[src/rtl/fifo_uart_drain_pkg.sv]
// Shared definitions for the FIFO-to-UART drain controller: state encoding,
// default sync byte and the fixed per-packet framing overhead.
package fifo_uart_drain_pkg;

    localparam logic [1:0] ST_IDLE_ENC     = 2'd0;
    localparam logic [1:0] ST_FILL_ENC     = 2'd1;
    localparam logic [1:0] ST_TX_ISSUE_ENC = 2'd2;
    localparam logic [1:0] ST_TX_WAIT_ENC  = 2'd3;

    typedef enum logic [1:0] {
        ST_IDLE     = ST_IDLE_ENC,
        ST_FILL     = ST_FILL_ENC,
        ST_TX_ISSUE = ST_TX_ISSUE_ENC,
        ST_TX_WAIT  = ST_TX_WAIT_ENC
    } state_t;

    localparam logic [7:0] SYNC_BYTE_DEFAULT = 8'hA5;

    // SYNC + LEN + CHK
    localparam int PKT_OVERHEAD = 3;

endpackage

[src/rtl/fifo_uart_drain_burst_buf.sv]
// Burst buffer: DEPTH x 8 register file, written while filling from the FIFO
// and read by packet byte index while transmitting.
module drain_burst_buf
    import fifo_uart_drain_pkg::*;
#(
    parameter int DEPTH = 16
) (
    input  logic       clk,
    input  logic       wr_en,
    input  logic [7:0] wr_addr,
    input  logic [7:0] wr_data,
    input  logic [7:0] rd_addr,
    output logic [7:0] rd_data
);

    localparam int         AW      = (DEPTH > 1) ? $clog2(DEPTH) : 1;
    localparam logic [7:0] DEPTH_B = 8'(DEPTH);

    logic [7:0] mem_q [DEPTH];
    logic [7:0] mem_d [DEPTH];
    logic       wr_ok;

    assign wr_ok = wr_en && (wr_addr < DEPTH_B);

    always_comb begin
        // NOTE: start from the held value so every path assigns mem_d and no latch is inferred.
        mem_d = mem_q;
        if (wr_ok) begin
            mem_d[wr_addr[AW-1:0]] = wr_data;
        end
    end

    // NOTE: storage is deliberately not reset; the controller clears cnt, so stale entries are never read.
    // NOTE: non-blocking assignment keeps every flop updating from pre-edge values.
    always_ff @(posedge clk) begin
        mem_q <= mem_d;
    end

    assign rd_data = (rd_addr < DEPTH_B) ? mem_q[rd_addr[AW-1:0]] : 8'h00;

endmodule

[src/rtl/fifo_uart_drain.sv]
// Drains the capture FIFO in bursts and frames each burst as
// SYNC, LEN, payload, CHK bytes sent one at a time through the UART start/busy handshake.
module fifo_uart_drain
    import fifo_uart_drain_pkg::*;
#(
    parameter int         MAX_BURST     = 16,
    parameter logic [7:0] SYNC_BYTE     = SYNC_BYTE_DEFAULT,
    parameter int         FLUSH_TIMEOUT = 1024
) (
    input  logic        clk,
    input  logic        rst,
    input  logic        enable,
    output logic        fifo_rd_en,
    input  logic [7:0]  fifo_rd_data,
    input  logic        fifo_empty,
    input  logic        fifo_almost_empty,
    output logic [7:0]  tx_data,
    output logic        tx_start,
    input  logic        tx_busy,
    output logic        busy,
    output logic [15:0] pkt_count
);

    localparam int                 TIMER_W   = $clog2(FLUSH_TIMEOUT + 1);
    localparam logic [TIMER_W-1:0] TIMER_MAX = TIMER_W'(FLUSH_TIMEOUT);
    localparam logic [7:0]         BURST_MAX = 8'(MAX_BURST);
    localparam logic [8:0]         LAST_OFS  = 9'(PKT_OVERHEAD - 1);

    state_t             state_q, state_d;
    logic [TIMER_W-1:0] timer_q, timer_d;
    logic [7:0]         cnt_q, cnt_d;
    logic [7:0]         len_q, len_d;
    logic [7:0]         idx_q, idx_d;
    logic [7:0]         chk_q, chk_d;
    logic               wait_arm_q, wait_arm_d;
    logic [7:0]         tx_data_q, tx_data_d;
    logic [15:0]        pkt_count_q, pkt_count_d;

    logic       buf_wr_en;
    logic [7:0] buf_rd_addr;
    logic [7:0] buf_rd_data;
    logic [7:0] cur_byte;
    logic       is_last;

    drain_burst_buf #(
        .DEPTH (MAX_BURST)
    ) u_buf (
        .clk     (clk),
        .wr_en   (buf_wr_en),
        .wr_addr (cnt_q),
        .wr_data (fifo_rd_data),
        .rd_addr (buf_rd_addr),
        .rd_data (buf_rd_data)
    );

    // idx spans 0..len+2 in 8 bits, so MAX_BURST above 253 would need a wider idx.
    assign is_last     = ({1'b0, idx_q} == ({1'b0, len_q} + LAST_OFS));
    assign buf_rd_addr = idx_q - 8'd2;

    always_comb begin
        if (idx_q == 8'd0) begin
            cur_byte = SYNC_BYTE;
        end else if (idx_q == 8'd1) begin
            cur_byte = len_q;
        end else if (is_last) begin
            cur_byte = chk_q;
        end else begin
            cur_byte = buf_rd_data;
        end
    end

    always_comb begin
        state_d     = state_q;
        timer_d     = '0;
        cnt_d       = cnt_q;
        len_d       = len_q;
        idx_d       = idx_q;
        chk_d       = chk_q;
        wait_arm_d  = 1'b0;
        tx_data_d   = tx_data_q;
        pkt_count_d = pkt_count_q;
        fifo_rd_en  = 1'b0;
        tx_start    = 1'b0;
        buf_wr_en   = 1'b0;

        unique case (state_q)
            ST_IDLE: begin
                if (!fifo_empty && fifo_almost_empty) begin
                    timer_d = (timer_q == TIMER_MAX) ? timer_q : timer_q + TIMER_W'(1);
                end
                if (enable && !fifo_empty && (!fifo_almost_empty || timer_q == TIMER_MAX)) begin
                    state_d = ST_FILL;
                    timer_d = '0;
                end
            end

            ST_FILL: begin
                if (!fifo_empty && cnt_q < BURST_MAX) begin
                    fifo_rd_en = 1'b1;
                    buf_wr_en  = 1'b1;
                    cnt_d      = cnt_q + 8'd1;
                    if (cnt_q + 8'd1 == BURST_MAX) begin
                        state_d = ST_TX_ISSUE;
                        len_d   = cnt_q + 8'd1;
                        idx_d   = 8'd0;
                    end
                end else if (cnt_q != 8'd0) begin
                    state_d = ST_TX_ISSUE;
                    len_d   = cnt_q;
                    idx_d   = 8'd0;
                end else begin
                    state_d = ST_IDLE;
                end
            end

            ST_TX_ISSUE: begin
                if (!tx_busy) begin
                    tx_start   = 1'b1;
                    tx_data_d  = cur_byte;
                    wait_arm_d = 1'b1;
                    state_d    = ST_TX_WAIT;
                    // Checksum folds LEN and every payload byte as it goes out.
                    if (is_last) begin
                        pkt_count_d = pkt_count_q + 16'd1;
                    end else if (idx_q == 8'd0) begin
                        chk_d = 8'h00;
                    end else begin
                        chk_d = chk_q ^ cur_byte;
                    end
                end
            end

            ST_TX_WAIT: begin
                // The UART raises busy one cycle late, so the first WAIT cycle is blind.
                if (!wait_arm_q && !tx_busy) begin
                    if (is_last) begin
                        state_d = ST_IDLE;
                        cnt_d   = 8'd0;
                    end else begin
                        idx_d   = idx_q + 8'd1;
                        state_d = ST_TX_ISSUE;
                    end
                end
            end

            default: state_d = ST_IDLE;
        endcase
    end

    always_ff @(posedge clk) begin
        if (rst) begin
            state_q     <= ST_IDLE;
            timer_q     <= '0;
            cnt_q       <= 8'd0;
            len_q       <= 8'd0;
            idx_q       <= 8'd0;
            chk_q       <= 8'd0;
            wait_arm_q  <= 1'b0;
            tx_data_q   <= 8'h00;
            pkt_count_q <= 16'd0;
        end else begin
            state_q     <= state_d;
            timer_q     <= timer_d;
            cnt_q       <= cnt_d;
            len_q       <= len_d;
            idx_q       <= idx_d;
            chk_q       <= chk_d;
            wait_arm_q  <= wait_arm_d;
            tx_data_q   <= tx_data_d;
            pkt_count_q <= pkt_count_d;
        end
    end

    assign tx_data   = tx_start ? cur_byte : tx_data_q;
    assign busy      = (state_q != ST_IDLE);
    assign pkt_count = pkt_count_q;

endmodule

[config.mk]
export PLATFORM = sky130hd
export DESIGN_NAME = fifo_uart_drain
export DESIGN_NICKNAME = d
export VERILOG_FILES = /design/src/rtl/fifo_uart_drain_pkg.sv /design/src/rtl/fifo_uart_drain_burst_buf.sv /design/src/rtl/fifo_uart_drain.sv
export SDC_FILE = /design/constraint.sdc
export NUM_CORES = 1
export LEC_CHECK = 0
export ABC_AREA = 0
export CORE_MARGIN = 5
export CORE_UTILIZATION = 30
export CTS_BUF_LIST = sky130_fd_sc_hd__clkbuf_16
export CTS_CLUSTER_DIAMETER = 200
export CTS_CLUSTER_SIZE = 25
export DETAILED_ROUTE_END_ITERATION = 16
export GPL_TIMING_DRIVEN = 0
export HOLD_SLACK_MARGIN = 0.08
export PLACE_DENSITY = 0.48
export SLEW_MARGIN = 10
export SYNTH_ARGS = -nofsm -noshare
export SYNTH_HDL_FRONTEND = slang
export SYNTH_SLANG_ARGS = --single-unit
[constraint.sdc]
create_clock -name clk -period 3.2 [get_ports clk]
set_clock_uncertainty 0.05 [all_clocks]
set_input_delay 0.32 -clock clk [delete_from_list [all_inputs] [get_ports clk]]
set_output_delay 0.32 -clock clk [all_outputs]
set_load 0.05 [all_outputs]
==> results.cfg, run 1 <==
[outcome]
violations = setup timing
status = finished, violations left

[drt]
first_iter_violations = 243
via_count = 5714
drt_pass1_iterations = 5
ant_nets = 0
drc = 0
wl_per_cell_um = 18.0
vias_per_cell = 4.87
routed_wl_um = 21200

[logic_synthesis]
synth_area_per_cell_um2 = 12.9
async_flop_share_pct = 0
synth_area_leaders = edfxtp_1, dfxtp_1, mux4_2
synth_nets = 715
synth_xor_xnor_area_share_pct = 3.46
synth_area_leader_cell = edfxtp_1
postSynthCellCount = 688
synth.cell_area_um2 = 8860
synth_compound_area_share_pct = 7.33
yosysUniqueCellTypes = 61
synthFlopType = edfxtp_1
synth_edf_count = 128
synthMuxAreaShare_pct = 11.4
synth-seq-cells = 198
synth_most_common_cell = edfxtp_1
ys_warn_count = 0
synthTopCellsByCount = edfxtp_1, nor2_1, dfxtp_1
synth_top_family_by_area = simple AND/OR/NAND/NOR gates
yosys.area_share.simple_pct = 14.2
yosysTopAreaCellShare_pct = 43.4
synth_fa_ha_area_share_pct = 1.84
seq_area_frac_synth_pct = 59.2

[timing]
period_minus_slack_ns = 3.30
slew_headroom_pct = 35.3
drv_slew = 0
fmax_mhz = 303
timing.final.ws_setup_ns = -0.0956
tightestPinTransition_ns = 0.965
rsz0062_at_grt = yes
finalSetupViolations = 5
hold_viol = 0
fin_crit_sh_pct = 103

[clocking]
numCtsBuffers = 17
cts_tree = done
cts.sinks = 198
ctsHoldBuffers = 0
clock_latency_ns = 0.44
cts_root_buf = clkbuf_16
clockBufferDepth = 2
ctsHtreeMaxLevel = 4
clk_pin_slew_ns = 0.08

[setup_path]
endpoint_kind = output pin
required_ns = 2.83
max_stage_delay_ns = 0.38
startpoint_type = register
critPathSlowestCell = dfxtp_4
crit_path_cell_trace = buf_12 > inv_8 > ha_4 > or2_4 > a211o_1 > a211oi_4 > buf_6 > o211ai_1 > o211ai_1 > a32o_2 > buf_6
critPathArrivalTime_ns = 2.93
critical_path_class = register to output pin
path_max_fanout = 4

[die]
die_area_um2 = 33100
chipHeight_um = 182
coreArea_um2 = 29400
rows = 63
die_w_um = 182
initial_utilization_pct = 30.1
pin_count = 41

[grt]
antenna_found_initial = 1
grt_usage_pct = 13.0
grt_remaining_overflow = 0
grt_first_pass_wirelength_um = 33500
grt_pass1_vias = 5763
grt_max_degree = 21

[finish]
fin_nets = 798
drive_above_1_share_pct = 23.7
design_area_um2 = 11000
nFillCells = 2851
antenna_cells = 0
area_growth_pct = 23.8

[power_and_ir_drop]
power.leakage_nw = 3.47
irDropWorstVdd_uv = 361
power.density_nw_per_um2 = 473

[place]
dpl_worst_slack_ns = -1.18
place_congestion = 0.766
dp_hpwl_um = 14700
postPlaceCellArea_um2 = 9850
portBuffers = 40

[run]
drv_cap = 0

[hold_path]
hp-class = register to register
## where the power goes
group | internal (mW) | switching [mW] | total (mW) | leakage, nW
registers | 2.72 | 0.00573 | 2.72 | 1.72
clock network | 1.20 | 1.08 | 2.28 | 0.308
logic | 0.0764 | 0.118 | 0.194 | 1.44
## sequential cells by signal (all words and copies together) (netlist names)
register	flops
u_buf.mem_q	128
pkt_count	16
timer_q	11
chk_q	8
cnt_q	8
idx_q	8
len_q	8
tx_data_q	8
state_q	2
wait_arm_q	1
## layout make-up
cell class	count	area (um^2)	share of cell area [%]
Sequential cell	198	5260	48.0
Tap cell	390	488	4.45
Timing Repair Buffer	70	649	5.92
Clock inverter	15	205	1.87
Inverter	16	67.6	0.616
Buffer	32	209	1.90
Multi-Input combinational cell	436	3670	33.4
Clock buffer	17	425	3.88
## kinds of logic after synthesis
| logic type | Yosys count |
|---|---|
| compound gates | 89 |
| xor+xnor | 35 |
| fa+ha+maj | 13 |
| buf+inv | 54 |
| flops | 198 |
| mux | 55 |
| simple gates | 244 |
## placed cells by master, fill, tap and decap left out, drive strengths merged, types with 10 or more instances in the layout
cell type | Yosys | layout
and3 | 12 | 12
xnor2 | 19 | 19
a211oi | 13 | 13
nand2 | 42 | 42
clkbuf | 22 | 35
nand4 | 17 | 17
xor2 | 16 | 16
clkdlybuf4s50 | 0 | 31
nand2b | 15 | 15
inv | 15 | 22
nor3 | 10 | 10
mux2i | 14 | 14
mux4 | 36 | 36
nand3 | 22 | 22
ha | 13 | 13
dfxtp | 70 | 70
nor2 | 71 | 71
edfxtp | 128 | 128
a21oi | 25 | 25
buf | 16 | 52
## worst max-delay path, delay by kind of cell, from the launching register on
family | cells | cell delay, ns
AO/OA/AOI/OAI | 5 | 1.29
adder cells (fa/ha/maj) | 1 | 0.15
buffers and inverters | 4 | 0.45
flip-flops | 1 | 0.38
AND/OR/NAND/NOR | 1 | 0.21
## timing repair
item	in CTS	in global routing
resized for setup	111	30
endpoints found under the setup margin	21	105
buffers inserted	22	6
pin swaps	17	9
## worst paths after layout
check                 from  slack, ns                to  cells past startpoint
hold / removal    chk_q[1]       0.43          chk_q[1]                      2
hold reg to reg   chk_q[1]       0.43          chk_q[1]                      2
setup / recovery  idx_q[1]       -0.1        tx_data[3]                     11
setup reg to reg  cnt_q[7]       0.24  u_buf.mem_q[120]                      5
## stage by stage
step | util, % | hold WS [ns] | total power [mW] | std cells | TNS [ns]
detailed placement | 33.5 | 0.409 | 2.97 | 1120 | -10.96
global placement | 33.4 | 0.408 | 2.96 | 1118 | -19.11
finish | 37.3 | 0.429 | 5.19 | 1174 | -0.394
global route | 37.3 | 0.446 | 5.36 | 1174 | -1.22
floorplan | - | 0.369 | 2.88 | 688 | 0
CTS | 36.9 | 0.427 | 5.25 | 1169 | -0.538
## layer usage
metal  vias up  track usage [%]  routed length (um)
met2        88             21.2               10200
met1      2840             17.7                9840
met4         2             3.30                 207
met3        17             2.90                 928
li1       2767                -                   -
met5         -                0                  13
No activity file was read; power rests on OpenSTA's default activity.
==> inputs of run 2 (changes only) <==
- PLACE_DENSITY: 0.48 -> 0.56
- clock period: 3.2 -> 4.3 ns (I/O delays scaled with it)
==> run 2 against run 1 <==
The run now ends clean. Critical path depth unchanged. Setup slack gained 0.30 ns. Sequential power down 25%. Sequential share of layout area rose by 2.5 points. Non-clock buffer count down 19. Count of clock-buffer cells in the layout stayed put. Register-to-register slack improved by 0.84 ns. Sequential cell count unchanged. Highest routed layer is now met4. Hold slack worse by 0.00076 ns. Power decreased by 28%.
==> results.cfg, run 2 (same netlist as run 1, synthesis figures left out) <==
[clocking]
ctsHoldBuffers = 0
numCtsBuffers = 17
cts_root_buf = clkbuf_16
clk_pin_slew_ns = 0.08
cts.sinks = 198
clockBufferDepth = 2
ctsHtreeMaxLevel = 4
cts_tree = done
clock_latency_ns = 0.44

[timing]
period_minus_slack_ns = 4.09
tightestPinTransition_ns = 1.11
drv_slew = 0
hold_viol = 0
finalSetupViolations = 0
fin_crit_sh_pct = 95.2
slew_headroom_pct = 25.5
fmax_mhz = 244
rsz0062_at_grt = no

[setup_path]
startpoint_type = register
critPathArrivalTime_ns = 3.61
timing.rr.end = tx_data_q[3]
critical_path_class = register to output pin
required_ns = 3.82
crit_end = tx_data[4]
rr_startpoint = idx_q[1]
crit_start = idx_q[1]
r2r_setup_slack_ns = 1.08
path_max_fanout = 18
endpoint_kind = output pin
r2r_cells = 10

[finish]
mostFrequentLayoutCells = edfxtp_1, nor2_1, dfxtp_1
layout_commonest_cell = edfxtp_1
area_growth_pct = 17.3
largest_reg_flops = 128
regMostFlops = u_buf.mem_q
fin_nets = 779
design_area_um2 = 10400
drive_above_1_share_pct = 14.8
antenna_cells = 0

[place]
dp_hpwl_um = 14500
postPlaceCellArea_um2 = 9820
place_congestion = 0.790
portBuffers = 40

[die]
chipHeight_um = 182
die_area_um2 = 33100
die_w_um = 182
rows = 63
pin_count = 41
coreArea_um2 = 29400
initial_utilization_pct = 30.1

[power_and_ir_drop]
clkPwrFrac_pct = 42.4
irDropWorstVdd_uv = 268
swShare_pct = 22.7
p_seq_share_pct = 54.1
p_int_mw = 2.89
power.leakage_nw = 3.27
finalPower_mw = 3.75
pwr-share-comb_pct = 3.4
power.density_nw_per_um2 = 360
p_switching_mw = 0.851

[drt]
drc = 0
via_count = 5681
vias_per_cell = 4.92
first_iter_violations = 351
ant_nets = 0
routed_wl_um = 20700
wl_per_cell_um = 18.0
drt_pass1_iterations = 5

[outcome]
status = completed

[grt]
grt_max_degree = 20
grt_remaining_overflow = 0
grt_first_pass_wirelength_um = 33000
grt_usage_pct = 12.9
grt_pass1_vias = 5717
antenna_found_initial = 0

[run]
drv_cap = 0

[hold_path]
hp-class = register to register
## run 2: cell count changes in the layout (fill, tap and decap cells not counted), sizes merged, moves of 2 or more
cell / change
clkinvlp: +2
clkinv: -4
inv: +2
clkbuf: +8
clkdlybuf4s15: +2
buf: -29
## run 2: power groups by stage
stage / Sequential [mW] / Combinational [mW] / Clock (mW)
detailed placement: 2.07 / 0.131 / 0
global route: 2.03 / 0.143 / 1.70
finish: 2.03 / 0.129 / 1.59
floorplan: 2.07 / 0.0742 / 0
CTS: 2.03 / 0.131 / 1.63
global placement: 2.07 / 0.129 / 0
## run 2: through the flow
stage | hold slack, ns | TNS, ns | setup slack, ns | std cells | util, %
2_1_floorplan | 0.393 | 0 | 0.186 | 688 | -
3_3_place_gp | 0.411 | -4.92 | -0.740 | 1118 | 33.2
3_5_place_dp | 0.415 | -5.15 | -0.812 | 1122 | 33.4
4_1_cts | 0.425 | -0.0170 | -0.0170 | 1155 | 35.4
5_1_grt | 0.462 | 0 | 0.0261 | 1154 | 35.4
6_report | 0.428 | 0 | 0.208 | 1154 | 35.4
## run 2: worst max-delay path: stages, from the launching register on
cell             delay (ns)
dfxtp_1                0.36
buf_4                  0.31
inv_1                  0.14
ha_1                   0.25
or2_2                  0.28
a211o_1                0.33
a211oi_4               0.27
buf_4                  0.19
o211ai_1               0.16
o211ai_1               0.26
a32o_1                 0.23
clkdlybuf4s15_2        0.38
## run 2: what timing repair did
item / 4_1_cts / 5_1_grt
setup endpoints to repair: 8 / 8
hold endpoints to repair: 0 / 0
resized for setup: 28 / 14
setup buffers: 2 / 0
pin swaps: 2 / 1
## run 2: layer usage
layer	vias up	GRT usage (%)	wire length, um
met3	26	3.19	1030
met2	126	20.9	9820
met5	-	0	0
met4	0	3.96	313
li1	2737	-	-
met1	2792	17.3	9550
## run 2: cell type report
class                   count  area [um^2]
fillers                  2859        19000
flip-flops and latches    198         5250
multi-input cells         436         3410
well taps                 390          488
repair buffers             46          435
clock buffers              17          425
plain buffers              37          180
clock inverters            14          151
inverters                  16         60.1
## run 2: worst min-delay path by stage
stage	cells past startpoint	slack (ns)	startpoint	endpoint
5_1_grt	2	0.46	chk_q[2]	chk_q[2]
2_1_floorplan	2	0.39	chk_q[1]	chk_q[1]
3_5_place_dp	2	0.42	chk_q[1]	chk_q[1]
3_3_place_gp	2	0.41	chk_q[4]	chk_q[4]
4_1_cts	2	0.42	chk_q[4]	chk_q[4]
6_report	2	0.43	chk_q[4]	chk_q[4]
==> inputs of run 3 (changes only) <==
- CORE_ASPECT_RATIO: unset -> 0.5
- MAX_ROUTING_LAYER: unset -> met4
- SLEW_MARGIN: 10 -> 20
==> run 3 against run 2 <==
Combinational power barely moved. Power fell by 1.7%. Wire length is 0.87% higher. Sequential cell count did not move. Sequential share of layout area grew 0.38 points. Global-route usage rose by 0.29 points. Via count up 0.49%. Register-to-register slack better by 0.02 ns. Critical path depth rose by 1. Critical path type unchanged. Largest power group unchanged.
==> results.cfg, run 3 (same netlist as run 1, synthesis figures left out) <==
[clocking]
cts_tree = done
ctsHtreeMaxLevel = 4
ctsHoldBuffers = 0
cts.sinks = 198
cts_root_buf = clkbuf_16
clk_pin_slew_ns = 0.08
clock_latency_ns = 0.45
clockBufferDepth = 2
numCtsBuffers = 17

[timing]
fin_crit_sh_pct = 96.5
period_minus_slack_ns = 4.15
fmax_mhz = 241
slew_headroom_pct = 38.1
drv_slew = 0
finalSetupViolations = 0
hold_viol = 0
tightestPinTransition_ns = 0.925
fin_setup_tns_ns = 0
timing.final.ws_setup_ns = 0.152
rsz0062_at_grt = no

[power_and_ir_drop]
irDropWorstVdd_uv = 270
power.density_nw_per_um2 = 357
finalPower_mw = 3.68
power.leakage_nw = 3.25

[setup_path]
endpoint_kind = output pin
max_stage_delay_ns = 0.38
r2r_cells = 12
critPathArrivalTime_ns = 3.67
crit_buf_inv = 5
startpoint_type = register
crit_end = tx_data[4]
crit_start = idx_q[1]
required_ns = 3.82
critical_path_class = register to output pin
critPathSlowestCell = clkdlybuf4s18_2
r2r_setup_slack_ns = 1.10
path_max_fanout = 10
crit_family = compound AO/OA/AOI/OAI gates
crit_path_cell_trace = clkbuf_4 > buf_4 > inv_1 > ha_1 > or2_2 > a211o_1 > a211oi_4 > buf_4 > o211ai_1 > o211ai_1 > a32o_1 > clkdlybuf4s18_2
rr_startpoint = idx_q[1]
worst-path-stages = 12
timing.rr.end = chk_q[1]

[drt]
ant_nets = 0
drc = 0
via_count = 5709
vias_per_cell = 4.95
wl_per_cell_um = 18.1
drt_pass1_iterations = 5
first_iter_violations = 327
routed_wl_um = 20900

[place]
dp_hpwl_um = 14700
dpl_worst_slack_ns = -0.678
place_congestion = 0.838
portBuffers = 40

[finish]
drive_above_1_share_pct = 14.4
mostFrequentLayoutCells = edfxtp_1, nor2_1, dfxtp_1
regMostFlops = u_buf.mem_q
nFillCells = 2829
largest_reg_flops = 128
fin_nets = 776
antenna_cells = 0
area_growth_pct = 16.4
layout_commonest_cell = edfxtp_1

[outcome]
status = completed

[die]
pin_count = 41
die_w_um = 253
chipHeight_um = 132
initial_utilization_pct = 30.5
rows = 44
coreArea_um2 = 29100
die_area_um2 = 33300

[grt]
grt_remaining_overflow = 0
grt_usage_pct = 13.2
grt_max_degree = 19
grt_pass1_vias = 5767
antenna_found_initial = 0
grt_first_pass_wirelength_um = 33200

[run]
drv_cap = 0

[hold_path]
hp-class = register to register
==> run 3: cell count changes in the layout (fill, tap and decap cells not counted), sizes merged <==
cell / change
buf: -2
bufinv: -1
clkdlybuf4s15: -2
clkdlybuf4s18: +1
clkinv: +5
clkinvlp: -1
inv: -2
==> run 3: report_power, final <==
group | leakage, nW | internal [mW] | switching (mW)
clock network | 0.273 | 0.757 | 0.766
logic | 1.26 | 0.0476 | 0.0825
registers | 1.71 | 2.02 | 0.00430
==> run 3: metal layers <==
metal,vias to the layer above,GRT usage [%],wire length (um)
li1,2721,-,-
met1,2861,17.4,9900
met2,102,20.5,9790
met3,25,2.61,813
met4,0,4.70,394
met5,-,-,0
==> run 3: timing repair <==
item | 4_1_cts | 5_1_grt
pin swaps | 1 | 0
setup endpoints to repair | 8 | 8
resized for setup | 27 | 16
setup buffers | 2 | 0
==> run 3: worst min-delay path: stages (launching register included) <==
cell and delay, ns:
dfxtp_1 0.33, nand2_1 0.06, mux2i_1 0.05
==> run 3: layout make-up <==
| cell class | instances | area, um^2 | area share, % |
|---|---|---|---|
| Sequential cell | 198 | 5250 | 50.8 |
| Multi-Input combinational cell | 436 | 3410 | 33.1 |
| Clock inverter | 15 | 120 | 1.16 |
| Clock buffer | 17 | 425 | 4.12 |
| Buffer | 38 | 188 | 1.82 |
| Timing Repair Buffer | 42 | 380 | 3.69 |
| Tap cell | 391 | 489 | 4.74 |
| Inverter | 16 | 60.1 | 0.582 |
==> run 3: worst min path at each step <==
stage | startpoint | end | slack [ns] | depth (start not counted)
6_report | chk_q[3] | chk_q[3] | 0.43 | 2
3_5_place_dp | chk_q[3] | chk_q[3] | 0.42 | 2
4_1_cts | chk_q[3] | chk_q[3] | 0.43 | 2
2_1_floorplan | chk_q[1] | chk_q[1] | 0.39 | 2
3_3_place_gp | chk_q[3] | chk_q[3] | 0.41 | 2
5_1_grt | chk_q[3] | chk_q[3] | 0.45 | 2
==> run 3: metrics by stage <==
| stage | cells | utilization, % | area (um^2) | hold WS [ns] |
|---|---|---|---|---|
| after global routing | 1153 | 35.5 | 10300 | 0.450 |
| after floorplan | 688 | - | 8860 | 0.393 |
| final | 1153 | 35.5 | 10300 | 0.430 |
| after CTS | 1153 | 35.6 | 10300 | 0.430 |
| after global placement | 1119 | 33.6 | 9750 | 0.408 |
| after detailed placement | 1119 | 33.6 | 9770 | 0.421 |
